--- config.mk ---
export PLATFORM = sky130hd
export DESIGN_NAME = mux6_arbiter
export DESIGN_NICKNAME = d
export VERILOG_FILES = /design/src/rtl/mux6_arb_pkg.sv /design/src/rtl/rr_pick6.sv /design/src/rtl/mux6_arbiter.sv
export SDC_FILE = /design/constraint.sdc
export NUM_CORES = 1
export LEC_CHECK = 0
export BUFFER_PORTS_ARGS = -buffer_cell sky130_fd_sc_hd__buf_2
export CORE_ASPECT_RATIO = 1.5
export CORE_MARGIN = 1
export CORE_UTILIZATION = 40
export CTS_CLUSTER_DIAMETER = 150
export DETAILED_ROUTE_END_ITERATION = 16
export GPL_TIMING_DRIVEN = 0
export REMOVE_ABC_BUFFERS = 1
export SETUP_SLACK_MARGIN = 0.4
export SYNTH_ARGS = -nofsm -noshare
export SYNTH_HDL_FRONTEND = slang
export SYNTH_SLANG_ARGS = --single-unit
--- constraint.sdc ---
create_clock -name Clk -period 10.05 [get_ports Clk]
set_input_delay 1.005 -clock Clk [delete_from_list [all_inputs] [get_ports Clk]]
set_output_delay 1.005 -clock Clk [all_outputs]
set_load 0.03 [all_outputs]
--- src/rtl/mux6_arb_pkg.sv ---
// Shared types and constants for the 6-input round-robin mux arbiter.
package mux6_arb_pkg;

  localparam int unsigned NUM_REQ = 6;
  localparam int unsigned SEL_W   = 3;

  localparam logic [SEL_W-1:0] LAST_RESET = 3'd5;

  typedef enum logic [1:0] {
    IDLE,
    GRANT,
    RELEASE
  } arb_state_t;

  // One-hot grant vector for a requester index.
  function automatic logic [NUM_REQ-1:0] sel_onehot(input logic [SEL_W-1:0] idx);
    logic [NUM_REQ-1:0] vec;
    vec      = '0;
    vec[idx] = 1'b1;
    return vec;
  endfunction

endpackage

--- src/rtl/rr_pick6.sv ---
// Combinational round-robin search: first set request at or after start, wrapping 5 -> 0.
module rr_pick6
  import mux6_arb_pkg::*;
(
  input  logic [NUM_REQ-1:0] req,
  input  logic [SEL_W-1:0]   start,
  output logic [SEL_W-1:0]   winner,
  output logic               found
);

  // Walk the six positions from start, keeping only the first hit.
  always_comb begin
    int unsigned k;
    winner = '0;
    found  = 1'b0;
    k      = 0;
    for (int unsigned i = 0; i < NUM_REQ; i++) begin
      k = (32'(start) + i) % NUM_REQ;
      if (!found && req[SEL_W'(k)]) begin
        winner = SEL_W'(k);
        found  = 1'b1;
      end
    end
  end

endmodule

--- src/rtl/mux6_arbiter.sv ---
// Round-robin arbiter driving the select of the shared 6:1 mux.
// Optional hold timeout: define MUX6_ARB_TIMEOUT_EN to force a release after MAX_HOLD grant cycles.
module mux6_arbiter
  import mux6_arb_pkg::*;
#(
  parameter int unsigned MAX_HOLD = 15
) (
  input  logic               Clk,
  input  logic               Reset_n,
  input  logic [NUM_REQ-1:0] req,
  output logic [NUM_REQ-1:0] grant,
  output logic [SEL_W-1:0]   select,
  output logic               busy
);

  // Reject out-of-range hold limits at elaboration.
  if (MAX_HOLD < 1 || MAX_HOLD > 255) begin : g_bad_max_hold
    $error("mux6_arbiter: MAX_HOLD must be 1..255");
  end

  arb_state_t         state_q, state_d;
  logic [NUM_REQ-1:0] grant_d;
  logic [SEL_W-1:0]   select_d;
  logic               busy_d;
  logic [SEL_W-1:0]   last_q, last_d;
  logic [SEL_W-1:0]   start_c;
  logic [SEL_W-1:0]   winner_c;
  logic               found_c;
  logic               timeout_c;

  // Search begins one past the last winner, wrapping after index 5.
  assign start_c = (last_q >= SEL_W'(NUM_REQ - 1)) ? '0 : last_q + SEL_W'(1);

  rr_pick6 u_pick (
    .req    (req),
    .start  (start_c),
    .winner (winner_c),
    .found  (found_c)
  );

`ifdef MUX6_ARB_TIMEOUT_EN
  localparam int unsigned HOLD_W = $clog2(MAX_HOLD + 1);

  logic [HOLD_W-1:0] hold_q, hold_d;

  // Count grant cycles; zero outside GRANT so every new grant starts fresh, saturate at MAX_HOLD.
  always_comb begin
    hold_d = hold_q;
    if (state_q != GRANT) begin
      hold_d = '0;
    end else if (hold_q != HOLD_W'(MAX_HOLD)) begin
      hold_d = hold_q + HOLD_W'(1);
    end
  end

  assign timeout_c = (state_q == GRANT) && (hold_q == HOLD_W'(MAX_HOLD - 1));

  // Hold counter register.
  always_ff @(posedge Clk or negedge Reset_n) begin
    if (!Reset_n) begin
      hold_q <= '0;
    end else begin
      hold_q <= hold_d;
    end
  end
`else
  assign timeout_c = 1'b0;
`endif

  // Next state and next registered outputs.
  always_comb begin
    state_d  = state_q;
    grant_d  = grant;
    select_d = select;
    last_d   = last_q;
    case (state_q)
      IDLE: begin
        grant_d = '0;
        if (found_c) begin
          state_d  = GRANT;
          grant_d  = sel_onehot(winner_c);
          select_d = winner_c;
          last_d   = winner_c;
        end
      end
      GRANT: begin
        grant_d = sel_onehot(select);
        if (!req[select] || timeout_c) begin
          state_d = RELEASE;
          grant_d = '0;
        end
      end
      RELEASE: begin
        grant_d = '0;
        if (found_c) begin
          state_d  = GRANT;
          grant_d  = sel_onehot(winner_c);
          select_d = winner_c;
          last_d   = winner_c;
        end else begin
          state_d = IDLE;
        end
      end
      default: begin
        state_d = IDLE;
        grant_d = '0;
      end
    endcase
    busy_d = |grant_d;
  end

  // State and output registers; reset clears the grant without waiting for a clock.
  always_ff @(posedge Clk or negedge Reset_n) begin
    if (!Reset_n) begin
      state_q <= IDLE;
      grant   <= '0;
      select  <= '0;
      busy    <= 1'b0;
      last_q  <= LAST_RESET;
    end else begin
      state_q <= state_d;
      grant   <= grant_d;
      select  <= select_d;
      busy    <= busy_d;
      last_q  <= last_d;
    end
  end

endmodule

# Word level (Yosys, flattened, before mapping)

Index checks and enable logic that the tools add are counted.

Flip-flop bits (word level): 15
Bits in latches: 0
Bits in writable memories: 0
Memory bits (read-only): 0
Input bits: 8
Output and inout bits: 10
Word-level logic and storage cells: 87
Memories: 0

Add/subtract/negate cells: 6
$mul: 0
Divide/modulo/power cells: 6
Order comparisons: 11
Eq/ne operators: 4
Shift-type cells: 0
Muxes and demuxes: 38
Bitwise gates (word level): 0
Reduce and logical (&&, ||, !) cells: 17

Operators with widths:

| kind                                                              | number |
|---|---|
| modulo 32 x 3 -> 32 bit, second input constant                    | 5 |
| less-than comparator 3 x 4 -> 1 bit, second input constant        | 8 |
| modulo 3 x 3 -> 32 bit, second input constant                     | 1 |
| binary-select mux 1 bit (select 3 bit)                            | 7 |
| two-way mux 3 bit                                                 | 7 |
| two-way mux 1 bit                                                 | 16 |
| two-way mux 6 bit                                                 | 2 |
| one-hot mux 6 bit (2 select lines)                                | 1 |
| adder 3 x 2 -> 4 bit, second input constant                       | 2 |
| adder 3 x 3 -> 4 bit, second input constant                       | 2 |
| logical AND 1 bit                                                 | 7 |
| demux 1 bit (select 3 bit)                                        | 2 |
| greater-or-equal comparator 3 x 1 -> 1 bit, second input constant | 2 |
| one-hot mux 2 bit (3 select lines)                                | 1 |
| OR reduction 6 bit                                                | 1 |
| zero test 1 bit                                                   | 5 |
| adder 3 x 1 -> 4 bit, second input constant                       | 1 |
| two-way mux 2 bit                                                 | 2 |
| inequality test 2 bit, second input constant                      | 2 |
| AND reduction 2 bit                                               | 2 |
| adder 3 x 1 -> 3 bit, second input constant                       | 1 |
| greater-or-equal comparator 3 bit, second input constant          | 1 |
| equality test 2 x 1 -> 1 bit, second input constant               | 1 |
| equality test 2 bit, second input constant                        | 1 |
| other kinds (2)                                                   | 2 |

# Longest topological paths before layout

Depth after elaboration: 28
Mapped depth: 21
Depth with buffers taken out: 19

# Cells and area by module

Synthesis repeated with hierarchy kept, for this count alone.

Cells, all modules: 192
Area total of the unflattened synthesis: 1657.8 µm²

Modules (own cells, without submodules):

| module       | instances | cells an instance | area an instance (µm²) | sequential area each (µm²) |
|---|---|---|---|---|
| rr_pick6     | 1         | 122               | 962.2                  | 0.0 |
| mux6_arbiter | 1         | 70                | 695.7                  | 352.8 |

# Worst setup path before layout

OpenSTA, ideal clock, no wires.

Kind: flip-flop to flip-flop
Start point: register select[1]
End point: register busy
Library setup time: 0.124 ns
Arrival time: 4.655 ns
Data required time: 9.926 ns
Setup slack: 5.271 ns
Cell stages (with the launch flop): 21
Buffers on the path: 3
Clock period less this slack: 4.779 ns
Cells stage by stage: dfrtp_1 buf_2 inv_1 ha_1 o21a_4 nor2_2 inv_1 ha_1 clkbuf_1 inv_1 o21ai_0 ha_1 nand2b_1 a2111oi_0 a21oi_1 and4_4 mux2_2 nor3_4 a41oi_2 buf_2 or2_1

Longest elaborated chain between the ends: 7
Elaborated cells between the ends (all ways): 10
Those cells by class: 2 x order compare; 6 x mux; 2 x reduce/logical

RTL lines:

| item                                                                                                                    | line                | source |
|---|---|---|
| start: declaration                                                                                                      | mux6_arbiter.sv:12  | `output logic [SEL_W-1:0] select,` |
| start signal: assignment                                                                                                | mux6_arbiter.sv:123 | `select <= select_d;` |
| less-than comparator 3 x 4 -> 1 bit (implied by the code) or greater-or-equal comparator 3 x 1 -> 1 bit (tied branches) | mux6_arb_pkg.sv:19  | `vec[idx] = 1'b1;` |
| logical AND 1 bit (implied by the code)                                                                                 | mux6_arb_pkg.sv:19  |  |
| two-way mux 1 bit (implied by the code)                                                                                 | mux6_arb_pkg.sv:19  |  |
| demux 1 bit (select 3 bit)                                                                                              | mux6_arb_pkg.sv:19  |  |
| two-way mux 6 bit *                                                                                                     | mux6_arbiter.sv:88  | `if (!req[select] \|\| timeout_c) begin` |
| one-hot mux 6 bit (2 select lines) *                                                                                    | mux6_arbiter.sv:76  | `case (state_q)` |
| OR reduction 6 bit *                                                                                                    | mux6_arbiter.sv:109 | `busy_d = \|grant_d;` |
| named net busy_d                                                                                                        | mux6_arbiter.sv:24  | `logic busy_d;` |
| end signal: assignment                                                                                                  | mux6_arbiter.sv:124 | `busy <= busy_d;` |
| end: declaration                                                                                                        | mux6_arbiter.sv:13  | `output logic busy` |

Mark *: on every way through the listed nets, which the timed path passes. The rest lies on a longest branch. The select of a mux whose other input is x is not followed.
A chain may end at the register's enable or synchronous reset.

# Worst setup path in the final report

Start point: register select[1]
End point: register grant[0]

Longest elaborated chain between the ends: 6
Elaborated cells between the ends (all ways): 9
Those cells by class: 2 x order compare; 6 x mux; 1 x reduce/logical

RTL lines:

| item                                                                                                                    | line                | source |
|---|---|---|
| less-than comparator 3 x 4 -> 1 bit (implied by the code) or greater-or-equal comparator 3 x 1 -> 1 bit (tied branches) | mux6_arb_pkg.sv:19  |  |
| logical AND 1 bit (implied by the code)                                                                                 | mux6_arb_pkg.sv:19  |  |
| two-way mux 1 bit (implied by the code)                                                                                 | mux6_arb_pkg.sv:19  |  |
| demux 1 bit (select 3 bit)                                                                                              | mux6_arb_pkg.sv:19  |  |
| two-way mux 6 bit *                                                                                                     | mux6_arbiter.sv:88  |  |
| one-hot mux 6 bit (2 select lines) *                                                                                    | mux6_arbiter.sv:76  |  |
| named net grant_d[0]                                                                                                    | mux6_arbiter.sv:22  | `logic [NUM_REQ-1:0] grant_d;` |
| end signal: assignment                                                                                                  | mux6_arbiter.sv:122 | `grant <= grant_d;` |
| end: declaration                                                                                                        | mux6_arbiter.sv:11  | `output logic [NUM_REQ-1:0] grant,` |

Marked as above.

==> flow_summary_export.csv <==
group,metric,value,unit
cells_and_area,seq_area,353,µm²
timing,finalCritPeriodShare,58.9,%
status,outcome,"completed",
cells_and_area,multiInputGateArea,1510,µm²
yosys,synth-async-reset-ratio,100,%
timing,finalSetupTns,0,ns
yosys,yosysSeqAreaShare,17.9,%
yosys,synth.avg_cell_area,8.69,µm²
cells_and_area,layoutNonFillerInstCount,303,
worst_setup_path,crit_arrival,6.10,ns
floorplan,die_y,88.0,µm
worst_setup_path,cp_common_cell,"ha_1",
global_route,grt_pass1_wl,8010,µm
clock_network,htreeDepth,1,
worst_setup_path,crit_path_end_kind,"flip-flop",
floorplan,start_util,42.7,%
yosys,yosys_warnings,0,
drt,drtIter0Drc,87,
yosys,yosysMostFrequentCell,"nor2_1",
clock_network,cts_sinks,14,
timing,grt_setup_unrepaired,"no",
yosys,synth_ff_type,"dfrtp_1",
timing,maxSlewHeadroom,53.0,%
global_route,use_met3,1.33,%
timing,tightest_slew,0.702,ns
global_route,use_met2,37.4,%
worst_setup_path,path_cells,"inv_1 -> ha_1 -> nor4b_1 -> nor2_1 -> ha_1 -> nor2b_1 -> o21ai_0 -> and2_1 -> inv_1 -> ha_1 -> nand2b_1 -> a211oi_1 -> o21ai_1 -> o311ai_2 -> nor3_4 -> a41oi_2 -> nor4b_4 -> a31o_1",
yosys,yosysTopAreaCell,"dfrtp_1",
drt,wl_per_cell,16.1,µm
clock_network,cts_tree,"done",
drt,vias,1781,
run,maxCapViolCount,0,
placement,io_buffers,17,
clock_network,post_cts.repair.setup_buffers,0,
placement,hpwl,3980,µm
cells_and_area,drive_gt1_share,23.8,%
drt,drt_wl_total,4890,µm
yosys,synth_top_cells_by_area,"dfrtp_1 (15%), ha_1 (9.5%), nor2_1 (3.8%)",
yosys,netlist_area,1970,µm²
global_route,grt.total_usage,20.2,%
cells_and_area,fillCellCount,454,
drt,final_antenna_net_count,0,
clock_network,ctsResizeCount,0,
yosys,synth_seq_cells,14,
floorplan,pin_count,18,
floorplan,die_area,5220,µm²
timing,maxSlewViolCount,0,
drt,remaining_drc_errors,0,
worst_setup_path,crit_type,"flip-flop to flip-flop",
timing,finalSetupViolations,0,
cells_and_area,area_delta_synth_final,8.50,%
yosys,ys_types,77,
worst_setup_path,worst_path_largest_cell_delay,0.71,ns
global_route,grt_pass1_vias,1709,
timing,finalHoldViolCount,0,
yosys,synthCells,227,
placement,dp.cells,299,
clock_network,clock_latency,0.24,ns
drt,drtPass1Iterations,5,
worst_setup_path,worst-path-max-fanout,17,
timing,fin_skew,0.00563,ns
clock_network,cts-root-buf,"clkbuf_8",
clock_network,cts_made_buffers,3,
global_route,use_met1,21.7,%
worst_setup_path,cp-start-kind,"flip-flop",
placement,globalplace.congestion,0.945,
min_path,hp-class,"flip-flop to flip-flop",
floorplan,core_area,4620,µm²
clock_network,clockBufferDepth,2,
cells_and_area,diodes,0,
yosys,yosysTopAreaCellShare,15.2,%
floorplan,num_rows,30,
timing,fmax,169,MHz
global_route,grt_max_degree,20,
drt,via_per_inst,5.88,
worst_setup_path,cp_data_required_time,10.23,ns
floorplan,die_x,59.3,µm
clock_network,holdBufCountCts,0,
yosys,synth_edf_count,0,
yosys,synth_commonest_cells,"nor2_1 (20), ha_1 (15), inv_1 (15)",
clock_network,clk_transition_reported_paths,0.06,ns
timing,fin_crit,5.92,ns
global_route,antenna_found_initial,0,
worst_setup_path,cp_slowest_cell,"dfrtp_1",
global_route,gr-max-usage-layer,"met2",
cells_and_area,fin_nets,263,
global_route,gr-total-overflow,0,
[sequential cells by signal, indices dropped and copies added, names as in the netlist]
register  cells
state_q       2
last_q        2
busy          1
grant         6
select        3
[kinds of logic after synthesis]
group / after synthesis / share of synthesized area, %
and+or+nand+nor: 89 / 29.1
AOI/OAI and AO/OA: 68 / 28.1
buffers and inverters: 25 / 5.71
adders and majority gates: 15 / 9.52
DFF: 14 / 17.9
muxes: 12 / 7.87
xor gates and xnor gates: 4 / 1.78
[worst max-delay path, delay by kind of cell, from the launching register on]
family          cells  cell delay (ns)
compound gates      6             1.92
fa+ha+maj           3             0.97
buf+inv             2             0.30
flops               1             0.71
simple gates        7             1.95
[placed cells by master (no fill, tap or decap), drive strengths merged, types with 5 or more instances in the layout]
| cell type | n |
|---|---|
| mux2i | 5 |
| ha | 15 |
| buf | 17 |
| or2 | 5 |
| nand3 | 6 |
| dfrtp | 12 |
| o21ai | 13 |
| a21oi | 6 |
| nand2b | 5 |
| mux2 | 5 |
| nand2 | 12 |
| inv | 16 |
| nor2 | 22 |
| nor3 | 5 |
[layout make-up]
type,count,share of cell area [%]
Tap cell,64,3.74
Sequential cell,14,16.5
Inverter,16,2.81
Clock buffer,4,2.57
Multi-Input combinational cell,188,70.4
Timing Repair Buffer,17,3.98
[per-layer routing]
layer	vias to the layer above	share of wire [%]
li1	891	-
met1	839	41
met2	39	54
met3	12	2.1
met4	0	3.5
met5	-	0
[path summary, 6_finish.rpt]
| path | endpoint | startpoint | slack [ns] | depth (start not counted) |
|---|---|---|---|---|
| min in group asynchronous | select[0]$_DFFE_PN0P_ | Reset_n | 0.64 | 1 |
| max in group asynchronous | last_q[2]$_DFFE_PN1P_ | Reset_n | 9.13 | 1 |
| worst min register to register | state_q[1]$_DFFE_PN0P_ | state_q[1]$_DFFE_PN0P_ | 0.43 | 1 |
| worst min-delay path | state_q[1]$_DFFE_PN0P_ | state_q[1]$_DFFE_PN0P_ | 0.43 | 1 |
| worst max-delay path | grant[0]$_DFF_PN0_ | select[1]$_DFFE_PN0P_ | 4.13 | 18 |
| worst max register to register | grant[0]$_DFF_PN0_ | select[1]$_DFFE_PN0P_ | 4.13 | 18 |
[stage by stage]
| step | hold WS (ns) | util, % | instance area (µm²) | setup slack [ns] |
|---|---|---|---|---|
| after CTS | 0.428 | 46.3 | 2140 | 4.19 |
| after floorplan | 0.400 | - | 1920 | 5.04 |
| after detailed placement | 0.421 | 45.1 | 2080 | 4.20 |
| final | 0.428 | 46.3 | 2140 | 4.13 |
| after global placement | 0.412 | 45.1 | 2080 | 4.27 |
| after global routing | 0.462 | 46.3 | 2140 | 3.64 |
Power is left out: the tool's default activity adds up to more than one toggle a clock period on the data nets, which glitch-free logic cannot reach.
